`src/rtl/bsg_wormhole_router_test_responder.sv`:
```
// ---------------------------------------------------------------------------
// bsg_wormhole_router_test_responder
//
// Purpose:
//   Wormhole-router test endpoint. It accepts one request packet, which is a
//   header flit followed by `len` body flits. It then answers with one
//   response packet: a header addressed back to the requester, followed by the
//   same body flits in their original order. The block is half-duplex. It
//   never accepts input while it is sending.
//
//   Header flit layout (LSB first):
//     [cord_width_p-1:0]                 dest cord
//     next len_width_p bits              len (number of body flits)
//     next cord_width_p bits             src cord
//     remaining upper bits               zero
//   The response header is {zeros, my_cord_i, len, src}.
//
//   A packet with len > max_len_p cannot be buffered. Its body is discarded,
//   the sticky error flag is raised, and no response is sent.
//
// Optional feature:
//   BSG_WORMHOLE_ROUTER_TEST_RESPONDER_CORD_CHECK_EN -- when this macro is
//   defined, a header whose dest cord differs from my_cord_i is treated as
//   misrouted. Its body is discarded and error_o is raised. When the macro is
//   undefined, the dest cord is ignored.
//
// Ports:
//   clk_i         rising-edge clock
//   reset_i       asynchronous active-high reset
//   my_cord_i     this node's coordinate (quasi-static)
//   v_i/data_i/ready_and_o    inbound request flit link
//   v_o/data_o/ready_and_i    outbound response flit link
//   error_o       sticky protocol error flag
//   resp_count_o  count of completed responses (wraps at 16 bits)
// ---------------------------------------------------------------------------
module bsg_wormhole_router_test_responder #(
    parameter int flit_width_p = 16,
    parameter int cord_width_p = 5,
    parameter int len_width_p  = 3,
    parameter int max_len_p    = 4
) (
    input  logic                    clk_i,
    input  logic                    reset_i,
    input  logic [cord_width_p-1:0] my_cord_i,

    input  logic                    v_i,
    input  logic [flit_width_p-1:0] data_i,
    output logic                    ready_and_o,

    output logic                    v_o,
    output logic [flit_width_p-1:0] data_o,
    input  logic                    ready_and_i,

    output logic                    error_o,
    output logic [15:0]             resp_count_o
);

    // The buffer is addressed by the low bits of the flit counter. That is
    // enough because a stored packet never holds more than max_len_p flits.
    localparam int addr_w = (max_len_p > 1) ? $clog2(max_len_p) : 1;
    localparam int depth  = 2 ** addr_w;

    localparam logic [len_width_p-1:0] max_len_lp = len_width_p'(max_len_p);
    localparam logic [len_width_p-1:0] one_lp     = len_width_p'(1);

    typedef enum logic [2:0] {
        IDLE,
        RECV,
        DRAIN,
        SEND_HDR,
        SEND_BODY
    } state_t;

    state_t                  state_reg, state_next;
    logic [len_width_p-1:0]  cnt_reg, cnt_next;
    logic [len_width_p-1:0]  len_reg, len_next;
    logic [cord_width_p-1:0] src_reg, src_next;
    logic                    error_reg, error_next;
    logic [15:0]             resp_count_reg, resp_count_next;
    // ready_and_o is held low until one clock edge after reset is released.
    logic                    ready_en_reg;

    logic [flit_width_p-1:0] mem [depth];
    logic                    mem_we;

    // Header fields of the incoming flit
    logic [cord_width_p-1:0] hdr_dest;
    logic [len_width_p-1:0]  hdr_len;
    logic [cord_width_p-1:0] hdr_src;
    logic                    hdr_misrouted;

    assign hdr_dest = data_i[cord_width_p-1:0];
    assign hdr_len  = data_i[cord_width_p +: len_width_p];
    assign hdr_src  = data_i[cord_width_p+len_width_p +: cord_width_p];

`ifdef BSG_WORMHOLE_ROUTER_TEST_RESPONDER_CORD_CHECK_EN
    assign hdr_misrouted = (hdr_dest != my_cord_i);
`else
    assign hdr_misrouted = 1'b0;
`endif

    // This sink keeps the dest cord bits and the zero upper header bits
    // visible, so they are not reported as unused.
    logic unused_hdr_bits;
    assign unused_hdr_bits = ^{data_i, hdr_dest};

    // ------------------------------------------------------------------
    // State registers
    // ------------------------------------------------------------------
    always_ff @(posedge clk_i or posedge reset_i) begin
        if (reset_i) begin
            state_reg      <= IDLE;
            cnt_reg        <= '0;
            len_reg        <= '0;
            src_reg        <= '0;
            error_reg      <= 1'b0;
            resp_count_reg <= '0;
            ready_en_reg   <= 1'b0;
        end else begin
            state_reg      <= state_next;
            cnt_reg        <= cnt_next;
            len_reg        <= len_next;
            src_reg        <= src_next;
            error_reg      <= error_next;
            resp_count_reg <= resp_count_next;
            ready_en_reg   <= 1'b1;
        end
    end

    // The body buffer has no reset. Stale contents are never read, because
    // every flit sent was first written by the current packet.
    always_ff @(posedge clk_i) begin
        if (mem_we) begin
            mem[cnt_reg[addr_w-1:0]] <= data_i;
        end
    end

    // ------------------------------------------------------------------
    // Next-state and output logic
    // ------------------------------------------------------------------
    always_comb begin
        state_next      = state_reg;
        cnt_next        = cnt_reg;
        len_next        = len_reg;
        src_next        = src_reg;
        error_next      = error_reg;
        resp_count_next = resp_count_reg;
        mem_we          = 1'b0;
        ready_and_o     = 1'b0;
        v_o             = 1'b0;
        data_o          = '0;

        case (state_reg)
            IDLE: begin
                ready_and_o = ready_en_reg;
                if (v_i && ready_en_reg) begin
                    len_next = hdr_len;
                    src_next = hdr_src;
                    cnt_next = '0;
                    if (hdr_misrouted || (hdr_len > max_len_lp)) begin
                        error_next = 1'b1;
                        // A misrouted zero-length header has no body to
                        // discard, so the block stays in IDLE.
                        state_next = (hdr_len == '0) ? IDLE : DRAIN;
                    end else if (hdr_len == '0) begin
                        state_next = SEND_HDR;
                    end else begin
                        state_next = RECV;
                    end
                end
            end

            RECV: begin
                ready_and_o = 1'b1;
                if (v_i) begin
                    mem_we = 1'b1;
                    // len_reg <= max_len_p here, so cnt_reg + 1 cannot wrap
                    if ((cnt_reg + one_lp) == len_reg) begin
                        cnt_next   = '0;
                        state_next = SEND_HDR;
                    end else begin
                        cnt_next = cnt_reg + one_lp;
                    end
                end
            end

            DRAIN: begin
                ready_and_o = 1'b1;
                if (v_i) begin
                    if ((cnt_reg + one_lp) == len_reg) begin
                        cnt_next   = '0;
                        state_next = IDLE;
                    end else begin
                        cnt_next = cnt_reg + one_lp;
                    end
                end
            end

            SEND_HDR: begin
                v_o = 1'b1;
                data_o[cord_width_p-1:0]                         = src_reg;
                data_o[cord_width_p +: len_width_p]              = len_reg;
                data_o[cord_width_p+len_width_p +: cord_width_p] = my_cord_i;
                if (ready_and_i) begin
                    cnt_next = '0;
                    if (len_reg == '0) begin
                        resp_count_next = resp_count_reg + 16'd1;
                        state_next      = IDLE;
                    end else begin
                        state_next = SEND_BODY;
                    end
                end
            end

            SEND_BODY: begin
                v_o    = 1'b1;
                data_o = mem[cnt_reg[addr_w-1:0]];
                if (ready_and_i) begin
                    if ((cnt_reg + one_lp) == len_reg) begin
                        cnt_next        = '0;
                        resp_count_next = resp_count_reg + 16'd1;
                        state_next      = IDLE;
                    end else begin
                        cnt_next = cnt_reg + one_lp;
                    end
                end
            end

            default: begin
                state_next = IDLE;
            end
        endcase
    end

    assign error_o      = error_reg;
    assign resp_count_o = resp_count_reg;

endmodule

```
`config.mk`:
```
export PLATFORM = sky130hd
export DESIGN_NAME = bsg_wormhole_router_test_responder
export DESIGN_NICKNAME = d
export VERILOG_FILES = /design/src/rtl/bsg_wormhole_router_test_responder.sv
export SDC_FILE = /design/constraint.sdc
export NUM_CORES = 1
export LEC_CHECK = 0
export ABC_AREA = 0
export CORE_ASPECT_RATIO = 1.25
export CORE_MARGIN = 1
export CORE_UTILIZATION = 44
export DETAILED_ROUTE_END_ITERATION = 12
export DONT_BUFFER_PORTS = 1
export PLACE_DENSITY_LB_ADDON = 0.3
export SETUP_SLACK_MARGIN = 0.5
export SLEW_MARGIN = 20
export SYNTH_ARGS = -nofsm -noshare
export SYNTH_HDL_FRONTEND = slang
export SYNTH_SLANG_ARGS = --single-unit
```
`constraint.sdc`:
```
create_clock -name clk_i -period 6.25 [get_ports clk_i]
set_input_delay 0.625 -clock clk_i [delete_from_list [all_inputs] [get_ports clk_i]]
set_output_delay 0.625 -clock clk_i [all_outputs]
set_load 0.01 [all_outputs]
```
==> summary.md, run 1 <==
| Metric | Value |
|---|---|
| Max Clk Rate | 365 MHz |
| Most numerous cell in the Yosys netlist | edfxtp_1 |
| Setup violation total in the final timing report | 0 |
| Area fraction of the dominant cell type after synthesis | a little under half |
| Initial antenna violation count | 0 |
| Minimum setup slack after placement | approximately 3.5 ns |
| Number of design-rule violations left by the first detailed-router iteration | 57 |
| Mean routed wirelength per cell | around 20 um |
| Unrepaired setup endpoints after global routing | false |
| Crit path max fanout | 20 |
| Kind of path behind the tightest hold check | primary input to async pin |
| Unique cell type count in the Yosys netlist | 47 |
| Max FFs per register | 64 |
| Count of nets left with antenna violations after detail routing | 0 |
| GRT met3 Usage | 4.41% |
| Leak Pwr | approximately 1.7 nW |
| Crit. End Element | register |
| Global router's overall resource usage | 17.2% |
| Placed cells | 369 |
| Stage delay of the slowest cell on the critical path | just over 0.9 ns |
| Area growth, synth to finish | 8.95% |
| H-tree levels | 3 |
| Pin count of the biggest net entering global routing | 33 |
| Nets@finish | 288 |
| DP Area | 4250 um^2 |
| Die W | 88.9 um |
| Final max-slew violation count | 0 |
| Buf/Inv on CP | 1 |
| Number of diodes | 0 |
| Worst supply voltage drop on vdd | between 0.2 and 0.25 mV |
| # Max-Cap Violations | 0 |
| DR vias | 2144 |
| Worst setup path endpoint | resp_count_o[10]$_DFFE_PP0P_ |
| Worst r2r dst | resp_count_o[10]$_DFFE_PP0P_ |
| Per-instance average area after synthesis | around 16 um^2 |
| Largest delay share family, worst path | flip-flops |
| Worst-skew pair later-pin latency | 0.33 ns |
| Arrival time of data at the critical path endpoint | 2.95 ns |
| Clock buffer count from CTS | 9 |
| First-pass GRT wire length | 12300 um |
| Overall die height | 111 um |
| Met1 layer usage reported by global route | between 20 and 25% |
| Cell type of the slowest stage on the worst timing path | dfrtp_1 |
| Average via count per standard cell | 5.57 |
| Remaining global-route overflow | 0 |
| Startpoint of the worst register-to-register path | cnt_reg[1]$_DFFE_PP0P_ |
| Clock root buffer | clkbuf_16 |
| Finished Cell Area | 4520 um^2 |
| Number of cells in the finished layout apart from fillers | a little under 400 |
| Levels on crit path | 7 |
| Final Hold Slack | 0.283 ns |
| Sequential cell area fraction in the yosys report | 65.6% |
| I/O pin count | 60 |
| Crit Path Class | register to register |
| Post-CTS Setup Bufs | 0 |
| Hold violation total from the final report | 0 |
| Number of instances in the synthesized netlist | 256 |
| Final-layout setup total negative slack | 0 ns |
| Total of warnings raised by yosys | 0 |
| Area contributors post-synth | edfxtp_1, dfrtp_1, mux4_2, a22o_1, mux2_2 |
| Clock input transition at the sequential cells of the worst setup and hold paths | about 0.06 ns |
| R2R depth | 7 |
| Pwr Density | 422 nW/um^2 |
| Worst setup skew after layout | 0.00580 ns |
| Core region area | a little over 9000 um^2 |
| Headroom to the max-slew limit | 40.1% |
| Mapped Area | 4150 um^2 |
| Commonest cells in the netlist | edfxtp_1, dfrtp_1, mux4_2 |
| # resized after CTS | 0 |
| Final worst slack | 3.51 ns |
| First-pass iteration count of the detailed router | 4 |
| Top_reg_cell synth | edfxtp_1 |
| Clock tree from TritonCTS | built |
| HPWL after detailed placement | 5020 um |
| Post-synth EDFFs | 64 |
| Vias in the first global route | ~2300 |
| Worst slew pin tran | 0.899 ns |
| Post-synth top area cell | edfxtp_1 |
| Initial Utilization | 45.3% |
| Run status | finished, final reports clean |
| Ys async rst share | between 30% and 40% |
| Final period demand of the worst path | roughly 2.7 ns |
| Number of synthesized register bits | between 90 and 100 |
| CP startpoint | cnt_reg[1]$_DFFE_PP0P_ |
| Post-synth net total | 287 |
| Global Route met2 Usage | 28.9% |
| Fraction of layout cells with a size suffix above 1 | 18.3% |
| Buffer levels on the longest clock path | 2 |
| Tcrit/Tclk final | 43.8% |
| Number of clock sinks | 96 |
| Area of the die | 9830 um^2 |
| Post-route DRC | 0 |
| Chain of cells forming the critical path | inv_1 -> ha_1 -> xnor2_1 -> nand4_1 -> a21oi_2 -> nand4_1 -> xnor2_1 |
| Most crowded layer after global routing | met2 |
| Number of placement rows | 39 |
| CP required | 6.46 ns |
| Quantity of I/O buffers inserted on ports | 0 |
| Kind of start point of the critical path | register |
| Total detailed-routing wirelength | 7660 um |
| Worst R2R Setup Slack | 3.51 ns |
| Hold bufs inserted after CTS | 0 |
| GP Congestion | 0.738 |
## area by class of cell
type | count | area [um^2]
Clock buffer | 12 | 246
Tap cell | 123 | 154
Multi-Input combinational cell | 140 | 1330
Sequential cell | 96 | 2720
Clock inverter | 4 | 30.0
Timing Repair Buffer | 2 | 15.0
Fill cell | 811 | 4650
Inverter | 8 | 30.0
## routing by layer
metal | up-vias | wire length [um]
li1 | 984 | -
met1 | 1098 | 3040
met2 | 52 | 4090
met3 | 10 | 382
met4 | 0 | 149
met5 | - | 0
## report_power, final
part           total (mW)  switching (mW)  internal (mW)
Sequential          0.921           0.121          0.799
Clock               0.506           0.224          0.282
Combinational       0.480           0.240          0.240
Total                1.91           0.585           1.32
## stage by stage
stage | power (mW) | util, %
finish | 1.91 | 49.3
floorplan | 1.32 | -
CTS | 1.93 | 49.3
global placement | 1.41 | 46.3
detailed placement | 1.42 | 46.3
global route | 2.02 | 49.3
## worst min path at each step
stage	slack [ns]	endpoint	from	depth (start not counted)
after global placement	0.49	src_reg[3]$_DFFE_PP0P_	src_reg[3]$_DFFE_PP0P_	1
after detailed placement	0.50	src_reg[3]$_DFFE_PP0P_	src_reg[3]$_DFFE_PP0P_	1
after global routing	0.32	src_reg[1]$_DFFE_PP0P_	reset_i	2
after floorplan	0.48	src_reg[0]$_DFFE_PP0P_	src_reg[0]$_DFFE_PP0P_	1
after CTS	0.29	src_reg[1]$_DFFE_PP0P_	reset_i	2
final	0.28	resp_count_o[13]$_DFFE_PP0P_	reset_i	2
## worst reg2reg max path, stage by stage, from the launching register on
cell	delay (ns)
dfrtp_1	0.91
inv_1	0.17
ha_1	0.35
xnor2_1	0.17
nand4_1	0.16
a21oi_2	0.49
nand4_1	0.19
xnor2_1	0.17
## kinds of logic after synthesis
kind of cell / Yosys count / share of synthesized area (%)
AOI/OAI and AO/OA: 31 / 5.88
xor gates and xnor gates: 19 / 4.34
adders and majority gates: 6 / 1.81
buffers and inverters: 20 / 2.50
DFF: 96 / 65.6
muxes: 28 / 11.9
other: 1 / 0.0903
and+or+nand+nor: 55 / 7.93
## layout by cell type (no fill, tap or decap), drive strengths merged, types with 2 or more instances in the layout
cell    netlist  routed
xor2          6       6
mux2i         2       2
inv           8       8
clkbuf        4      12
mux2         10      10
ha            6       6
a22o         14      14
nor3          4       4
o21ai         5       5
nand4         9       9
nand2        10      10
edfxtp       64      64
and3          7       7
clkinv        0       3
mux4         16      16
xnor2        12      12
dfrtp        32      32
and2          8       8
nor2          6       6
buf           8       2
or2           2       2
a21oi         3       3
Note: power is estimated with default switching activity, not from simulation.
==> run 2: changes to the inputs <==
- clock period: 6.25 -> 2.64 ns (I/O delays scaled with it)
==> summary.md, run 2 (synthesis gave the netlist of run 1 again) <==
| Metric | Value |
|---|---|
| Run status | finished, final reports clean |
| Pin count of the biggest net entering global routing | 33 (unchanged) |
| Hold violation total from the final report | 0 (unchanged) |
| Worst slew pin tran | 0.598 ns (-0.301 ns) |
| HPWL after detailed placement | 4990 um (-0.50%) |
| Remaining global-route overflow | 0 (unchanged) |
| Crit. End Element | output port |
| Clock buffer count from CTS | 9 (unchanged) |
| Clock tree from TritonCTS | built |
| Final-layout setup total negative slack | 0 ns (unchanged) |
| Area growth, synth to finish | 12.8% |
| Number of diodes | 0 (unchanged) |
| Area of the die | 9830 um^2 (unchanged) |
| Unrepaired setup endpoints after global routing | true |
| Die W | 88.9 um (unchanged) |
| Max Clk Rate | ~480 MHz |
| Overall die height | 111 um (unchanged) |
| Leak Pwr | 1.73 nW (+4.7%) |
| Count of nets left with antenna violations after detail routing | 0 (unchanged) |
| Global router's overall resource usage | 17.2% (-0.021 points) |
| DR vias | 2185 (+1.9%) |
| Headroom to the max-slew limit | 60.0% (+20 points) |
| Leading cell types in the layout, fill and taps excluded | edfxtp_1, dfrtp_1, mux4_2 |
| Final period demand of the worst path | 2.07 ns |
| DP Area | 4310 um^2 (+1.5%) |
| CP required | 2.38 ns (-4.08 ns) |
| Worst supply voltage drop on vdd | 0.514 mV (+150%) |
| First-pass iteration count of the detailed router | 4 (unchanged) |
| Kind of path behind the tightest hold check | primary input to register |
| Total detailed-routing wirelength | 7720 um (+0.76%) |
| H-tree levels | 3 (unchanged) |
| Initial antenna violation count | 0 (unchanged) |
| Buffer levels on the longest clock path | 2 (unchanged) |
| Chain of cells forming the critical path | and3b_1 -> buf_4 -> a22o_1 |
| Setup violation total in the final timing report | 0 (unchanged) |
| Tcrit/Tclk final | 78.3% |
| Crit path max fanout | 16 (-20%) |
| Worst setup skew after layout | 0.00592 ns (+0.000119 ns) |
| Clock input transition at the sequential cells of the worst setup and hold paths | 0.07 ns (about the same) |
| Finished Cell Area | 4680 um^2 (+3.5%) |
| GP Congestion | 0.762 (+3.3%) |
| Cell type of the slowest stage on the worst timing path | dfrtp_1 |
| Fraction of layout cells with a size suffix above 1 | 23.5% (+5.2 points) |
| Clock root buffer | clkbuf_16 |
| Pwr Density | 1010 nW/um^2 (+140%) |
| Mean routed wirelength per cell | 19.5 um (-1.8%) |
| Max FFs per register | 64 (unchanged) |
| Number of design-rule violations left by the first detailed-router iteration | 117 (+110%) |
| Core region area | 9170 um^2 (unchanged) |
| Post-route DRC | 0 (unchanged) |
| Worst-skew pair later-pin latency | 0.33 ns (about the same) |
| Crit Path Class | register to output port |
| I/O pin count | 60 (unchanged) |
| Initial Utilization | 45.3% (unchanged) |
| Number of clock sinks | 96 (unchanged) |
| Quantity of I/O buffers inserted on ports | 0 (unchanged) |
| Stage delay of the slowest cell on the critical path | 0.69 ns (-0.22 ns) |
| Commonest non-fill, non-tap cell in the layout | edfxtp_1 |
| Vias in the first global route | 2316 (-1.0%) |
| First-pass GRT wire length | 12200 um (-0.85%) |
| Average via count per standard cell | 5.53 (-0.67%) |
| Kind of start point of the critical path | register |
| Nets@finish | 298 (+3.5%) |
| Arrival time of data at the critical path endpoint | 1.80 ns (-1.15 ns) |
| Final max-slew violation count | 0 (unchanged) |
| Number of placement rows | 39 (unchanged) |
| # Max-Cap Violations | 0 (unchanged) |
==> run 2: changes by cell type in the layout (fill, tap and decap cells not counted), sizes merged <==
cell / before / now
clkinv: 3 / 1
inv: 8 / 11
buf: 2 / 11
bufinv: 0 / 1
clkbuf: 12 / 10
dlygate4sd3: 0 / 1
==> run 2: what timing repair did <==
| item | 4_1_cts | 5_1_grt |
|---|---|---|
| setup buffers | 0 | 1 |
| setup endpoints to repair | 6 | 74 |
| endpoints found under the hold margin | 32 | 0 |
| pin swaps | 0 | 2 |
| hold buffers | 1 | 0 |
| gates resized for setup | 1 | 4 |
==> run 2: cell type report <==
class	count	area [um^2]
sequential	96	2720
clock buffer	10	239
clock inverter	6	72.6
inverter	8	30.0
multi-input combinational	140	1360
timing repair buffer	12	105
fill	794	4490
tap	123	154
==> run 2: metal layers <==
metal,share of wire [%],track usage (%),vias to the layer above
li1,-,-,1011
met5,0,0,-
met4,2.9,8.28,0
met2,52,28.6,55
met1,40,21.0,1105
met3,4.8,3.66,14
==> run 2: worst paths after layout <==
path / start / endpoint / slack, ns / cells past startpoint
max: state_reg[0]$_DFFE_PP0P_ / data_o[7] / 0.57 / 3
min: data_i[2] / mem[2][2]$_DFFE_PP_ / 0.02 / 0
max reg2reg: state_reg[0]$_DFFE_PP0P_ / resp_count_o[3]$_DFFE_PP0P_ / 0.61 / 6
min reg2reg: src_reg[3]$_DFFE_PP0P_ / src_reg[3]$_DFFE_PP0P_ / 0.51 / 1
max in group asynchronous: reset_i / src_reg[2]$_DFFE_PP0P_ / 1.85 / 3
min in group asynchronous: reset_i / resp_count_o[13]$_DFFE_PP0P_ / 0.46 / 3
==> run 2: where the power goes <==
part	internal, mW	switching [mW]	total, mW	leakage, nW
Combinational	0.633	0.646	1.28	0.587
Clock	0.772	0.563	1.34	0.150
Sequential	1.89	0.243	2.13	0.994
==> run 2: worst max-delay path: cells and delay by family, from the launching register on <==
family,cells,cell delay (ns)
compound gates,1,0.26
flops,1,0.69
simple gates,1,0.28
buf+inv,1,0.24
==> run 2: per-stage QoR <==
| stage | hold slack [ns] | setup WS, ns | cells | util (%) | total power [mW] |
|---|---|---|---|---|---|
| after global routing | 0.00499 | 0.496 | 395 | 51.0 | 5.00 |
| after global placement | 0.293 | 0.526 | 377 | 47.0 | 3.39 |
| after floorplan | 0.363 | 0.508 | 256 | - | 3.14 |
| after CTS | 0.0136 | 0.552 | 394 | 50.6 | 4.75 |
| final | 0.0206 | 0.572 | 395 | 51.0 | 4.75 |
| after detailed placement | 0.288 | 0.489 | 377 | 47.0 | 3.41 |
